### src/rtl/interrupt_priority_sequencer.sv
// rtl/interrupt_priority_sequencer.sv - 8259 IRR/ISR arbitration, INTA sequencing and EOI handling
module interrupt_priority_sequencer (
    input  logic       clk,
    input  logic       rst_n,
    input  logic [7:0] interrupt_request_pin,
    input  logic       level_or_edge_triggered,
    input  logic [7:0] interrupt_mask,
    input  logic       auto_eoi_config,
    input  logic [4:0] interrupt_vector_base,
    input  logic       interrupt_acknowledge_n,
    input  logic       eoi_nonspecific,
    input  logic       eoi_specific,
    input  logic       rotate_on_eoi,
    input  logic       set_priority,
    input  logic [2:0] eoi_level,
    output logic       interrupt_to_cpu,
    output logic [7:0] vector_out,
    output logic       vector_valid,
    output logic [7:0] interrupt_request_register,
    output logic [7:0] in_service_register
);

    typedef enum logic [1:0] {IDLE, ACK1, ACK2} state_t;

    state_t     state, state_next;
    logic [7:0] ir_q, irr, isr, irr_next, isr_next, request_set;
    logic [2:0] lowest_priority, level;
    logic       inta_q, spurious;
    logic       inta_fall, inta_rise;
    logic       winner_found, isr_found, outranks;
    logic [2:0] winner, isr_top, scan_idx, winner_rank, isr_rank;
    logic       ack_take, ack_spurious, vector_load, vector_drop, aeoi_clear;
    logic       eoi_clear_valid;
    logic [2:0] eoi_clear_level;

    assign interrupt_request_register = irr;
    assign in_service_register        = isr;
    assign request_set = irr & ~interrupt_mask;
    assign inta_fall   = inta_q & ~interrupt_acknowledge_n;
    assign inta_rise   = ~inta_q & interrupt_acknowledge_n;

    // Scan from lowest to highest priority so the last hit is the highest-priority one
    always_comb begin
        winner_found = 1'b0;
        winner       = 3'd0;
        isr_found    = 1'b0;
        isr_top      = 3'd0;
        scan_idx     = 3'd0;
        for (int k = 7; k >= 0; k--) begin
            scan_idx = lowest_priority + 3'(k) + 3'd1;
            if (request_set[scan_idx]) begin
                winner_found = 1'b1;
                winner       = scan_idx;
            end
            if (isr[scan_idx]) begin
                isr_found = 1'b1;
                isr_top   = scan_idx;
            end
        end
    end

    // Rank 0 is highest priority; a request must strictly outrank the top in-service level
    always_comb begin
        winner_rank = winner - lowest_priority - 3'd1;
        isr_rank    = isr_top - lowest_priority - 3'd1;
        outranks    = winner_found && (!isr_found || (winner_rank < isr_rank));
    end

    // INTA sequencing: next state and one-cycle action strobes
    always_comb begin
        state_next   = state;
        ack_take     = 1'b0;
        ack_spurious = 1'b0;
        vector_load  = 1'b0;
        vector_drop  = 1'b0;
        case (state)
            IDLE: if (inta_fall) begin
                state_next = ACK1;
                if (winner_found) ack_take = 1'b1;
                else              ack_spurious = 1'b1;
            end
            ACK1: if (inta_fall) begin
                state_next  = ACK2;
                vector_load = 1'b1;
            end
            ACK2: if (inta_rise) begin
                state_next  = IDLE;
                vector_drop = 1'b1;
            end
            default: state_next = IDLE;
        endcase
    end

    assign aeoi_clear = vector_drop & auto_eoi_config & ~spurious;

    // Select which ISR level an OCW2 EOI clears, judged on the pre-edge ISR
    always_comb begin
        eoi_clear_valid = 1'b0;
        eoi_clear_level = eoi_level;
        if (eoi_specific) begin
            eoi_clear_valid = 1'b1;
        end else if (eoi_nonspecific && isr_found) begin
            eoi_clear_valid = 1'b1;
            eoi_clear_level = isr_top;
        end
    end

    // Next IRR/ISR: clears first, then sets so a same-cycle ISR set wins
    always_comb begin
        isr_next = isr;
        if (eoi_clear_valid) isr_next[eoi_clear_level] = 1'b0;
        if (aeoi_clear)      isr_next[level] = 1'b0;
        if (ack_take)        isr_next[winner] = 1'b1;
        irr_next = irr;
        for (int i = 0; i < 8; i++) begin
            if (level_or_edge_triggered ? interrupt_request_pin[i]
                                        : (interrupt_request_pin[i] & ~ir_q[i]))
                irr_next[i] = 1'b1;
            if (!interrupt_request_pin[i] || (ack_take && (winner == 3'(i))))
                irr_next[i] = 1'b0;
        end
    end

    // FSM state register
    always_ff @(posedge clk) begin
        if (!rst_n) state <= IDLE;
        else        state <= state_next;
    end

    // Request/service registers, priority rotation, INT and vector outputs
    always_ff @(posedge clk) begin
        if (!rst_n) begin
            ir_q             <= 8'hFF;
            inta_q           <= 1'b1;
            irr              <= 8'h00;
            isr              <= 8'h00;
            lowest_priority  <= 3'd7;
            level            <= 3'd0;
            spurious         <= 1'b0;
            interrupt_to_cpu <= 1'b0;
            vector_out       <= 8'h00;
            vector_valid     <= 1'b0;
        end else begin
            ir_q             <= interrupt_request_pin;
            inta_q           <= interrupt_acknowledge_n;
            irr              <= irr_next;
            isr              <= isr_next;
            interrupt_to_cpu <= (state_next == IDLE) && outranks;
            if (ack_take) begin
                level    <= winner;
                spurious <= 1'b0;
            end else if (ack_spurious) begin
                level    <= 3'd7;
                spurious <= 1'b1;
            end
            if (vector_load) begin
                vector_out   <= {interrupt_vector_base, level};
                vector_valid <= 1'b1;
            end else if (vector_drop) begin
                vector_valid <= 1'b0;
            end
            if (set_priority)
                lowest_priority <= eoi_level;
            else if (rotate_on_eoi && eoi_clear_valid)
                lowest_priority <= eoi_clear_level;
        end
    end

endmodule

### config.mk
export PLATFORM = sky130hd
export DESIGN_NAME = interrupt_priority_sequencer
export DESIGN_NICKNAME = d
export VERILOG_FILES = /design/src/rtl/interrupt_priority_sequencer.sv
export SDC_FILE = /design/constraint.sdc
export NUM_CORES = 1
export LEC_CHECK = 0
export BUFFER_PORTS_ARGS = -buffer_cell sky130_fd_sc_hd__buf_2
export CAP_MARGIN = 0
export CORE_ASPECT_RATIO = 1.25
export CORE_MARGIN = 2
export CORE_UTILIZATION = 35
export CTS_BUF_LIST = sky130_fd_sc_hd__clkbuf_16
export DETAILED_ROUTE_END_ITERATION = 12
export MAX_ROUTING_LAYER = met4
export PLACE_DENSITY = 0.6
export SLEW_MARGIN = 0
export SYNTH_ARGS = -nofsm -noshare
export SYNTH_HDL_FRONTEND = slang
export SYNTH_SLANG_ARGS = --single-unit
### constraint.sdc
create_clock -name clk -period 8.45 [get_ports clk]
set_clock_uncertainty 0.1 [all_clocks]
set_input_delay 0.4225 -clock clk [delete_from_list [all_inputs] [get_ports clk]]
set_output_delay 0.4225 -clock clk [all_outputs]
set_load 0.01 [all_outputs]
==> results of run 1 <==
-- worst paths after layout --
| check | start | slack [ns] | depth (start not counted) | end |
|---|---|---|---|---|
| worst min register to register | vector_out[1]$_SDFFE_PN0P_ | 0.40 | 2 | vector_out[1]$_SDFFE_PN0P_ |
| worst min-delay path | interrupt_request_pin[6] | 0.24 | 2 | ir_q[6]$_SDFF_PN1_ |
| worst max-delay path | lowest_priority[0]$_SDFFE_PN1P_ | 2.82 | 19 | interrupt_to_cpu$_SDFF_PN0_ |
| worst max register to register | lowest_priority[0]$_SDFFE_PN1P_ | 2.82 | 19 | interrupt_to_cpu$_SDFF_PN0_ |
-- layer usage --
metal	global-route usage	wire length, um	up-vias
met2	0.333	6510	115
met5	-	0	-
met4	0.0763	259	0
met3	0.0146	378	18
met1	0.225	5220	2005
li1	-	-	1898
-- sequential cells by signal, indices dropped and copies added, names as in the netlist --
register                    flops
in_service_register             8
interrupt_request_register      8
ir_q                            8
vector_out                      8
level                           3
lowest_priority                 3
state                           2
inta_q                          1
interrupt_to_cpu                1
spurious                        1
vector_valid                    1
-- power by group through the flow --
stage | sequential (mW) | clock, mW | combinational [mW]
2_1_floorplan | 0.246 | 0 | 0.339
3_3_place_gp | 0.261 | 0 | 0.425
3_5_place_dp | 0.261 | 0 | 0.431
4_1_cts | 0.256 | 0.223 | 0.433
5_1_grt | 0.260 | 0.231 | 0.479
6_report | 0.257 | 0.218 | 0.433
-- cell usage in the layout, fill, tap and decap left out, types with 3 or more instances in the layout --
cell type | netlist | final
nand3b_1 | 3 | 3
a22oi_1 | 4 | 4
mux2_2 | 15 | 15
o22ai_1 | 4 | 4
o311ai_0 | 3 | 3
a21o_1 | 4 | 4
nor3_1 | 17 | 17
mux2i_1 | 44 | 44
nor2b_1 | 15 | 15
dfxtp_1 | 44 | 44
inv_1 | 16 | 16
nor2_1 | 36 | 36
a221oi_1 | 4 | 4
o2111a_1 | 7 | 7
buf_2 | 7 | 58
o221ai_1 | 6 | 6
ha_1 | 7 | 7
inv_2 | 3 | 3
nand2b_1 | 27 | 27
o21ai_1 | 4 | 4
o21bai_1 | 6 | 6
buf_4 | 1 | 5
clkbuf_16 | 0 | 5
o2bb2ai_1 | 3 | 3
o21ai_0 | 15 | 15
o211a_1 | 6 | 6
o211ai_1 | 12 | 12
a31oi_1 | 4 | 4
a21oi_1 | 20 | 20
nand2_1 | 28 | 28
xnor2_1 | 6 | 6
mux4_2 | 30 | 30
o31a_1 | 3 | 3
and2_1 | 5 | 5
-- synthesized netlist by cell type, drive strengths merged (3+ instances only) --
master,n,share of area
buf,15,0.023
o311ai,3,0.0060
o21ai,19,0.022
nor3,17,0.019
ha,7,0.020
a31oi,4,0.0057
o21bai,6,0.010
nor2b,16,0.023
nand2b,27,0.038
a221oi,5,0.011
o2bb2ai,3,0.0060
a21o,4,0.0068
xnor2,7,0.016
o22ai,4,0.0057
dfxtp,44,0.20
and2,5,0.0071
o211ai,12,0.020
nand3b,3,0.0051
mux2,15,0.038
mux2i,46,0.11
o211a,6,0.014
o221ai,7,0.018
a22oi,4,0.0068
inv,19,0.016
clkbuf,20,0.017
nand2,28,0.024
nor2,36,0.031
mux4,30,0.15
o2111a,7,0.018
a21oi,20,0.023
o31a,3,0.0060
-- metrics by stage --
step,power (mW),instance area (sq um),util
2_1_floorplan,0.585,4420,-
3_3_place_gp,0.685,4770,0.391
3_5_place_dp,0.692,4770,0.391
4_1_cts,0.913,4940,0.404
5_1_grt,0.971,4940,0.404
6_report,0.909,4940,0.404
-- worst reg2reg max path: cells and delay by family (launching register included) --
| family | cells | cell delay, ns |
|---|---|---|
| simple gates | 4 | 0.75 |
| flops | 1 | 0.31 |
| xor+xnor | 3 | 0.79 |
| mux | 2 | 0.71 |
| buf+inv | 3 | 0.90 |
| fa+ha+maj | 4 | 1.50 |
| compound gates | 3 | 0.48 |
-- cell type report --
cell class	instances	share of cell area
clock inverters	3	0.00861
inverters	20	0.0152
clock buffers	5	0.0253
flip-flops and latches	44	0.178
multi-input cells	381	0.665
repair buffers	63	0.0664
well taps	164	0.0415
-- logic make-up after synthesis --
kind of cell               Yosys count
xor gates and xnor gates             9
muxes                               91
buffers and inverters               55
adders and majority gates            9
AOI/OAI and AO/OA                  128
DFF                                 44
and+or+nand+nor                    144
==> results.json, run 1 <==
{
  "cp.arrival_ns": 5.72,
  "ant_nets": 0,
  "seq_area_frac_synth": 0.199,
  "cpPeakStageDelay_ns": 0.60,
  "status": "complete, no violations",
  "synth_seq_cells": 44,
  "viasPerCell": 5.94,
  "overflow": 0,
  "clock_latency_ns": 0.29,
  "register_area_sq_um": 881,
  "intPower_mw": 0.554,
  "dp_hpwl_um": 9300,
  "maxCapViolations": 0,
  "crit_top_cell": "ha_1",
  "fill_cells": 1241,
  "p_switching_mw": 0.355,
  "crit_required_ns": 8.54,
  "ctsHoldBuffers": 0,
  "clock_sinks": 44,
  "finalHoldViolCount": 0,
  "p_leak_nw": 1.96,
  "start_kind": "flip-flop",
  "multiInputGateArea_sq_um": 3280,
  "cts_resized": 0,
  "clkPwrFrac": 0.240,
  "core_area_sq_um": 12200,
  "post_cts_buffers": 0,
  "setup-violations-final": 0,
  "syn_inst": 480,
  "hold_class": "input port to flip-flop",
  "synth_simple_gate_area_frac": 0.167,
  "place.gp.congestion": 0.897,
  "final-instance-count-excl-fill": 680,
  "grt_pass1_wl_um": 20200,
  "synth_compound_area_frac": 0.221,
  "tightest_slew_ns": 0.780,
  "critical_path.top_delay_family": "adder cells",
  "diodes": 0,
  "start_util": 0.361,
  "synthFlopType": "dfxtp_1",
  "holdWs_ns": 0.237,
  "fin_ws_ns": 2.82,
  "synth.area.mux_share": 0.301,
  "ir_drop_uv": 184,
  "worst_path_max_delay_cell": "ha_1",
  "synth_area_sq_um": 4420,
  "crit_buf_inv": 3,
  "synth_adder_area_share": 0.0289,
  "fmax_ghz": 0.178,
  "grt_max_degree": 40,
  "route.vias.total": 4036,
  "pre_cts_ws_ns": 2.85,
  "h-tree-depth": 2,
  "cts.clk_slew.worst_paths_ns": 0.06,
  "portBuffers": 58,
  "synth_edf_count": 0,
  "dieHeight_um": 130,
  "async_flop_share": 0,
  "nets": 557,
  "place_inst": 672,
  "slew_headroom": 0.480,
  "period_minus_slack_ns": 5.63,
  "p_seq_frac": 0.283,
  "yosys.area_share.xor_xnor": 0.0246,
  "drt_pass1_iterations": 4,
  "cts_made_buffers": 5,
  "power_density_nw_per_um2": 184,
  "setup-tns-final_ns": 0,
  "rows": 45,
  "crit_type": "flip-flop to flip-flop",
  "dr.first_iter.drc_count": 165,
  "synth_top_family_by_area": "multiplexers",
  "drc_errors": 0,
  "antenna_found_initial": 0,
  "slew_viol_final": 0,
  "pin_count": 59,
  "avgSynthCellArea_sq_um": 9.20,
  "switching_share": 0.390,
  "synth_cell_type_count": 70,
  "area_growth_pct": 11.8,
  "cts_root_buf": "clkbuf_16",
  "grt_pass1_vias": 3926,
  "comb_power_share": 0.477,
  "clock_path_buffers": 2,
  "fin_crit_sh": 0.666,
  "syn_nets": 522,
  "path_cells": "buf_4 -> inv_2 -> ha_1 -> xnor2_2 -> mux4_2 -> mux2i_1 -> nor3_1 -> o31a_1 -> or3_1 -> nand2_1 -> inv_1 -> ha_1 -> fa_1 -> xnor2_1 -> xnor2_1 -> ha_1 -> a21oi_1 -> a21oi_1 -> nor4_1",
  "die_x_um": 104,
  "end_kind": "flip-flop",
  "cts_tree": "done",
  "track_usage": 0.189,
  "yosys_warnings": 0,
  "drive_above_1_share": 0.252,
  "wl_per_cell_um": 18.2,
  "path_max_fanout": 39,
  "totalWireLength_um": 12400,
  "rsz0062_at_grt": "no",
  "die_area_sq_um": 13500
}
Note: power is estimated with default switching activity, not from simulation.
==> run 2, diff against run 1 <==
--- a/config.mk
+++ b/config.mk
@@ -5,6 +5,7 @@
 export SDC_FILE = /design/constraint.sdc
 export NUM_CORES = 1
 export LEC_CHECK = 0
+export ABC_AREA = 1
 export BUFFER_PORTS_ARGS = -buffer_cell sky130_fd_sc_hd__buf_2
 export CAP_MARGIN = 0
 export CORE_ASPECT_RATIO = 1.25
@@ -13,7 +14,7 @@
 export CTS_BUF_LIST = sky130_fd_sc_hd__clkbuf_16
 export DETAILED_ROUTE_END_ITERATION = 12
 export MAX_ROUTING_LAYER = met4
-export PLACE_DENSITY = 0.6
+export PLACE_DENSITY = 0.63
 export SLEW_MARGIN = 0
 export SYNTH_ARGS = -nofsm -noshare
 export SYNTH_HDL_FRONTEND = slang
==> constraint.sdc (replaced) <==
create_clock -name clk -period 5 [get_ports clk]
set_clock_uncertainty 0.1 [all_clocks]
set_input_delay 0.25 -clock clk [delete_from_list [all_inputs] [get_ports clk]]
set_output_delay 0.25 -clock clk [all_outputs]
set_load 0.01 [all_outputs]
==> run 2 against run 1 <==
Wire length shrank 19%. Clock power increased by 47%. Design area down 19%. Via count down 8.3%. Clock-buffer cell count did not move. Die area down 21%. Worst hold slack lost 0.17 ns. Combinational power rose by 88%.
==> results.json, run 2 <==
{
  "clkPwrFrac": 0.206,
  "dp_hpwl_um": 8210,
  "p_seq_frac": 0.269,
  "crit_required_ns": 5.10,
  "p_leak_nw": 2.08,
  "synth_edf_count": 0,
  "slew_viol_final": 0,
  "ctsHoldBuffers": 0,
  "diodes": 0,
  "switching_share": 0.454,
  "status": "complete, no violations",
  "synth_area_sq_um": 3450,
  "maxCapViolations": 0,
  "period_minus_slack_ns": 4.14,
  "die_area_sq_um": 10700,
  "cp.arrival_ns": 4.23,
  "start_kind": "flip-flop",
  "fmax_ghz": 0.242,
  "place.gp.congestion": 0.925,
  "cpPeakStageDelay_ns": 0.66,
  "clock_path_buffers": 2,
  "async_flop_share": 0,
  "slew_headroom": 0.499,
  "grt_pass1_wl_um": 16400,
  "syn_inst": 564,
  "avgSynthCellArea_sq_um": 6.12,
  "core_area_sq_um": 9610,
  "power_density_nw_per_um2": 390,
  "cts_made_buffers": 5,
  "pre_cts_ws_ns": 0.890,
  "totalWireLength_um": 10100,
  "critical_path.top_delay_family": "adder cells",
  "area_growth_pct": 15.3,
  "p_switching_mw": 0.705,
  "rows": 40,
  "setup-tns-final_ns": 0,
  "holdWs_ns": 0.0660,
  "final_common_cell": "nand2_1",
  "cts.clk_slew.worst_paths_ns": 0.06,
  "tightest_slew_ns": 0.750,
  "yosys.area.top_type_share": 0.255,
  "dr.first_iter.drc_count": 200,
  "antenna_found_initial": 0,
  "wl_per_cell_um": 13.5,
  "total_power_mw": 1.55,
  "ir_drop_uv": 246,
  "dieHeight_um": 115,
  "intPower_mw": 0.848,
  "rsz0062_at_grt": "no",
  "drive_above_1_share": 0.220,
  "final_cell_mix": "nand2_1 (186), nand3_1 (60), buf_2 (58)",
  "comb_power_share": 0.525,
  "synth_most_common_cell": "nand2_1",
  "synth_cell_type_count": 42,
  "track_usage": 0.196,
  "synthFlopType": "dfxtp_1",
  "start_util": 0.359,
  "end_kind": "flip-flop",
  "clock_latency_ns": 0.29,
  "hold_class": "input port to flip-flop",
  "h-tree-depth": 2,
  "crit_type": "flip-flop to flip-flop",
  "grt_pass1_vias": 3433,
  "path_cells": "inv_1 -> ha_1 -> inv_2 -> nand3_2 -> nand3_1 -> nand2_1 -> inv_1 -> nand2_1 -> nand2_1 -> nand2_1 -> nand2_1 -> nand2_1 -> nand2_1 -> nand2_1 -> nand2_1 -> ha_1 -> fa_1 -> xnor2_1 -> xor2_1 -> ha_1 -> a21oi_1 -> nand2_1 -> a211oi_1",
  "fin_crit_sh": 0.827,
  "fin_ws_ns": 0.865,
  "die_x_um": 92.8,
  "drc_errors": 0,
  "grt_max_degree": 25,
  "synth_area_leaders": "dfxtp_1 (26%), nand2_1 (20%), nand3_1 (8.7%)",
  "synth_commonest_cells": "nand2_1 (186), nand3_1 (60), inv_1 (50)",
  "worst_path_max_delay_cell": "ha_1",
  "cts_resized": 0,
  "route.vias.total": 3699,
  "drt_pass1_iterations": 5,
  "finalHoldViolCount": 0,
  "post_cts_buffers": 0,
  "path_max_fanout": 18,
  "crit_buf_inv": 3,
  "seq_area_frac_synth": 0.255,
  "ant_nets": 0,
  "pin_count": 59,
  "yosys_warnings": 0,
  "cts_root_buf": "clkbuf_16",
  "setup-violations-final": 0,
  "synth_seq_cells": 44,
  "viasPerCell": 4.97,
  "cts_tree": "done",
  "yosys.area.top_type": "dfxtp_1",
  "portBuffers": 58,
  "syn_nets": 606,
  "crit_top_cell": "nand2_1",
  "overflow": 0,
  "clock_sinks": 44,
  "nets": 660
}
[run 2: changes by cell type after synthesis, sizes merged, moves of 16 or more]
cell	change
nor2b	-16
inv	+47
mux2i	-46
mux4	-30
nand2b	-27
nor2	+18
nand2	+183
nand3	+64
[run 2: path summary, 6_finish.rpt]
kind | start | to | slack, ns | cells after the start
min reg2reg | vector_valid$_SDFFE_PN0P_ | vector_valid$_SDFFE_PN0P_ | 0.38 | 2
min | interrupt_request_pin[3] | ir_q[3]$_SDFF_PN1_ | 0.07 | 2
max | lowest_priority[1]$_SDFFE_PN1P_ | interrupt_to_cpu$_SDFF_PN0_ | 0.86 | 23
max reg2reg | lowest_priority[1]$_SDFFE_PN1P_ | interrupt_to_cpu$_SDFF_PN0_ | 0.86 | 23
[run 2: routing by layer]
metal / part of all wire / routed length [um] / GRT usage
met5: 0 / 0 / -
met4: 0.038 / 382 / 0.0863
met3: 0.029 / 287 / 0.0131
met2: 0.51 / 5110 / 0.353
met1: 0.43 / 4280 / 0.223
[run 2: per-stage QoR]
stage,cells,util,instance area (sq um)
floorplan,564,-,3450
CTS,745,0.414,3980
global placement,737,0.399,3830
detailed placement,737,0.399,3830
finish,745,0.414,3980
global route,745,0.414,3980
[run 2: cells by family after synthesis]
group | count (synthesis) | share of synthesized area
buf+inv | 81 | 0.0997
compound gates | 75 | 0.135
xor+xnor | 5 | 0.0127
simple gates | 350 | 0.460
fa+ha+maj | 9 | 0.0370
flops | 44 | 0.255
[run 2: worst register-to-register path, stage by stage, from the launching register on]
cell and delay (ns):
dfxtp_1 0.33, inv_1 0.06, ha_1 0.66, inv_2 0.25, nand3_2 0.16, nand3_1 0.11, nand2_1 0.20, inv_1 0.07
nand2_1 0.06, nand2_1 0.05, nand2_1 0.05, nand2_1 0.05, nand2_1 0.05, nand2_1 0.05, nand2_1 0.09, nand2_1 0.08
ha_1 0.19, fa_1 0.37, xnor2_1 0.15, xor2_1 0.19, ha_1 0.29, a21oi_1 0.15, nand2_1 0.08, a211oi_1 0.23
[run 2: layout make-up]
type                       instances  area, sq um
multi-input combinational        439         2220
sequential                        44          881
timing repair buffer              62          320
fill                            1063         5630
clock inverter                     3         18.8
clock buffer                       5          125
tap                              126          158
inverter                          66          250
[run 2: power by group through the flow]
stage	Combinational, mW	Sequential, mW	Clock [mW]
2_1_floorplan	0.628	0.423	0
3_3_place_gp	0.805	0.425	0
3_5_place_dp	0.811	0.425	0
4_1_cts	0.815	0.418	0.324
5_1_grt	0.934	0.422	0.337
6_report	0.815	0.418	0.320
==> run 3, diff against run 2 <==
==> constraint.sdc (replaced) <==
create_clock -name clk -period 3.6 [get_ports clk]
set_clock_uncertainty 0.1 [all_clocks]
set_input_delay 0.18 -clock clk [delete_from_list [all_inputs] [get_ports clk]]
set_output_delay 0.18 -clock clk [all_outputs]
set_load 0.01 [all_outputs]
==> run 3 against run 2 <==
Clock power rose by 39%. Global-route usage up 0.76 points. Highest routed layer unchanged. Sequential power grew 39%. Largest cell class unchanged. Flip-flop and latch count did not move. Worst hold slack worse by 0.061 ns. Largest power group unchanged. Non-clock buffer count up 20. Power increased by 50%. Design area increased by 9.6%. Critical endpoint unchanged. Critical path type unchanged. Fmax increased by 20%. Final cell count grew 2.7%.
==> results.json, run 3 (synthesis results as in run 2) <==
{
  "status": "complete, no violations",
  "cts_made_buffers": 5,
  "pin_count": 59,
  "place.gp.congestion": 0.958,
  "grt_pass1_vias": 3614,
  "p_switching_mw": 1.06,
  "grt_pass1_wl_um": 17000,
  "hp-start": "interrupt_acknowledge_n",
  "hold_path_end": "inta_q$_SDFF_PN1_",
  "antenna_found_initial": 0,
  "power_density_nw_per_um2": 536,
  "holdWs_ns": 0.00493,
  "dieHeight_um": 115,
  "comb_power_share": 0.561,
  "clkPwrFrac": 0.190,
  "crit_buf_inv": 4,
  "dp_hpwl_um": 8280,
  "viasPerCell": 5.16,
  "intPower_mw": 1.28,
  "track_usage": 0.204,
  "cp.arrival_ns": 3.56,
  "start_util": 0.359,
  "slew_viol_final": 0,
  "grt_max_degree": 25,
  "tightest_slew_ns": 0.755,
  "fin_ws_ns": 0.143,
  "hold_class": "input port to flip-flop",
  "final-instance-count-excl-fill": 765,
  "slew_headroom": 0.496,
  "dr.first_iter.drc_count": 229,
  "pre_cts_ws_ns": 0.0354,
  "drc_errors": 0,
  "rows": 40,
  "totalWireLength_um": 10800,
  "switching_share": 0.452,
  "reg2reg_slack_ns": 0.14,
  "fmax_ghz": 0.289,
  "die_x_um": 92.8,
  "drt_pass1_iterations": 8,
  "cts_tree": "done",
  "path_max_fanout": 6,
  "overflow": 0,
  "highest-signal-layer": "met4",
  "area_growth_pct": 26.3,
  "die_area_sq_um": 10700,
  "critical_path.top_delay_family": "adder cells",
  "ant_nets": 0,
  "start_kind": "flip-flop",
  "place_inst": 746,
  "clock_sinks": 44,
  "clock_path_buffers": 2,
  "fin_crit_sh": 0.960,
  "rr_worst_depth": 20,
  "reg2reg_from": "lowest_priority[0]$_SDFFE_PN1P_",
  "route.vias.total": 3950,
  "core_area_sq_um": 9610,
  "drive_above_1_share": 0.286,
  "final_cell_mix": "nand2_1 (179), buf_2 (58), nand3_1 (52)",
  "end_kind": "flip-flop",
  "crit_type": "flip-flop to flip-flop",
  "path_cells": "inv_4 -> ha_4 -> buf_4 -> nand3_1 -> nand3_2 -> nand2_2 -> inv_2 -> nand2_2 -> inv_1 -> o21ai_0 -> nand3_1 -> nand2_1 -> ha_1 -> fa_2 -> xnor2_1 -> xor2_1 -> ha_1 -> a21oi_2 -> nand2_1 -> a211oi_2",
  "ir_drop_uv": 402,
  "cts_root_buf": "clkbuf_16",
  "p_seq_frac": 0.249,
  "total_power_mw": 2.33,
  "wl_per_cell_um": 14.2,
  "crit_required_ns": 3.71,
  "cpPeakStageDelay_ns": 0.37,
  "diodes": 0,
  "min_path_cells": 3,
  "h-tree-depth": 2,
  "p_leak_nw": 2.24,
  "worst_path_max_delay_cell": "dfxtp_4",
  "finalHoldViolCount": 0,
  "final_common_cell": "nand2_1",
  "setup-violations-final": 0,
  "crit_start": "lowest_priority[0]$_SDFFE_PN1P_",
  "period_minus_slack_ns": 3.46,
  "route.met3.wl_um": 436,
  "met2_length_um": 5680,
  "cts.clk_slew.worst_paths_ns": 0.06,
  "portBuffers": 58,
  "clock_latency_ns": 0.29,
  "wl_met1_um": 4220,
  "maxCapViolations": 0,
  "nets": 680,
  "r2r_end": "interrupt_to_cpu$_SDFF_PN0_",
  "fill_cells": 1003
}
run 3: stage by stage:
step                      instance area (sq um)  setup TNS (ns)   util
after floorplan                            3480               0      -
after global placement                     3930               0  0.409
after detailed placement                   3930               0  0.409
after CTS                                  4120               0  0.429
after global routing                       4360         -0.0875  0.454
final                                      4360               0  0.454
run 3: worst reg2reg max path: stages, from the launching register on:
cell,delay (ns)
dfxtp_4,0.37
inv_4,0.06
ha_4,0.29
buf_4,0.17
nand3_1,0.16
nand3_2,0.12
nand2_2,0.09
inv_2,0.07
nand2_2,0.06
inv_1,0.07
o21ai_0,0.08
nand3_1,0.12
nand2_1,0.08
ha_1,0.19
fa_2,0.33
xnor2_1,0.18
xor2_1,0.18
ha_1,0.27
a21oi_2,0.13
nand2_1,0.07
a211oi_2,0.18
run 3: worst max path at each step:
stage	end	depth (start not counted)	slack, ns
global route	interrupt_to_cpu$_SDFF_PN0_	23	-0.09
CTS	interrupt_to_cpu$_SDFF_PN0_	23	0.03
finish	interrupt_to_cpu$_SDFF_PN0_	20	0.14
detailed placement	interrupt_to_cpu$_SDFF_PN0_	23	0.04
global placement	interrupt_to_cpu$_SDFF_PN0_	22	0.07
floorplan	interrupt_to_cpu$_SDFF_PN0_	26	0.02
run 3: per-layer routing:
metal / vias to the layer above / track usage
met3: 54 / 0.0190
met2: 159 / 0.373
met1: 1777 / 0.221
met4: 0 / 0.0961
met5: - / -
li1: 1960 / -
run 3: power by group through the flow:
stage               Combinational, mW  Sequential [mW]  Clock (mW)
finish                           1.31            0.582       0.444
CTS                              1.18            0.579       0.451
global route                     1.47            0.586       0.476
global placement                 1.17            0.590           0
floorplan                       0.888            0.588           0
detailed placement               1.17            0.589           0
run 3: repair_timing:
item,CTS,global route
hold buffers,5,0
gates resized for setup,0,37
setup endpoints to repair,0,1
hold endpoints to repair,5,0
setup buffers,0,4
run 3: cell type report:
type	instances	area (sq um)	share of cell area
Clock buffer	5	125	0.0287
Clock inverter	3	18.8	0.00431
Inverter	66	255	0.0586
Multi-Input combinational cell	439	2360	0.542
Sequential cell	44	887	0.204
Tap cell	126	158	0.0362
Timing Repair Buffer	82	551	0.126
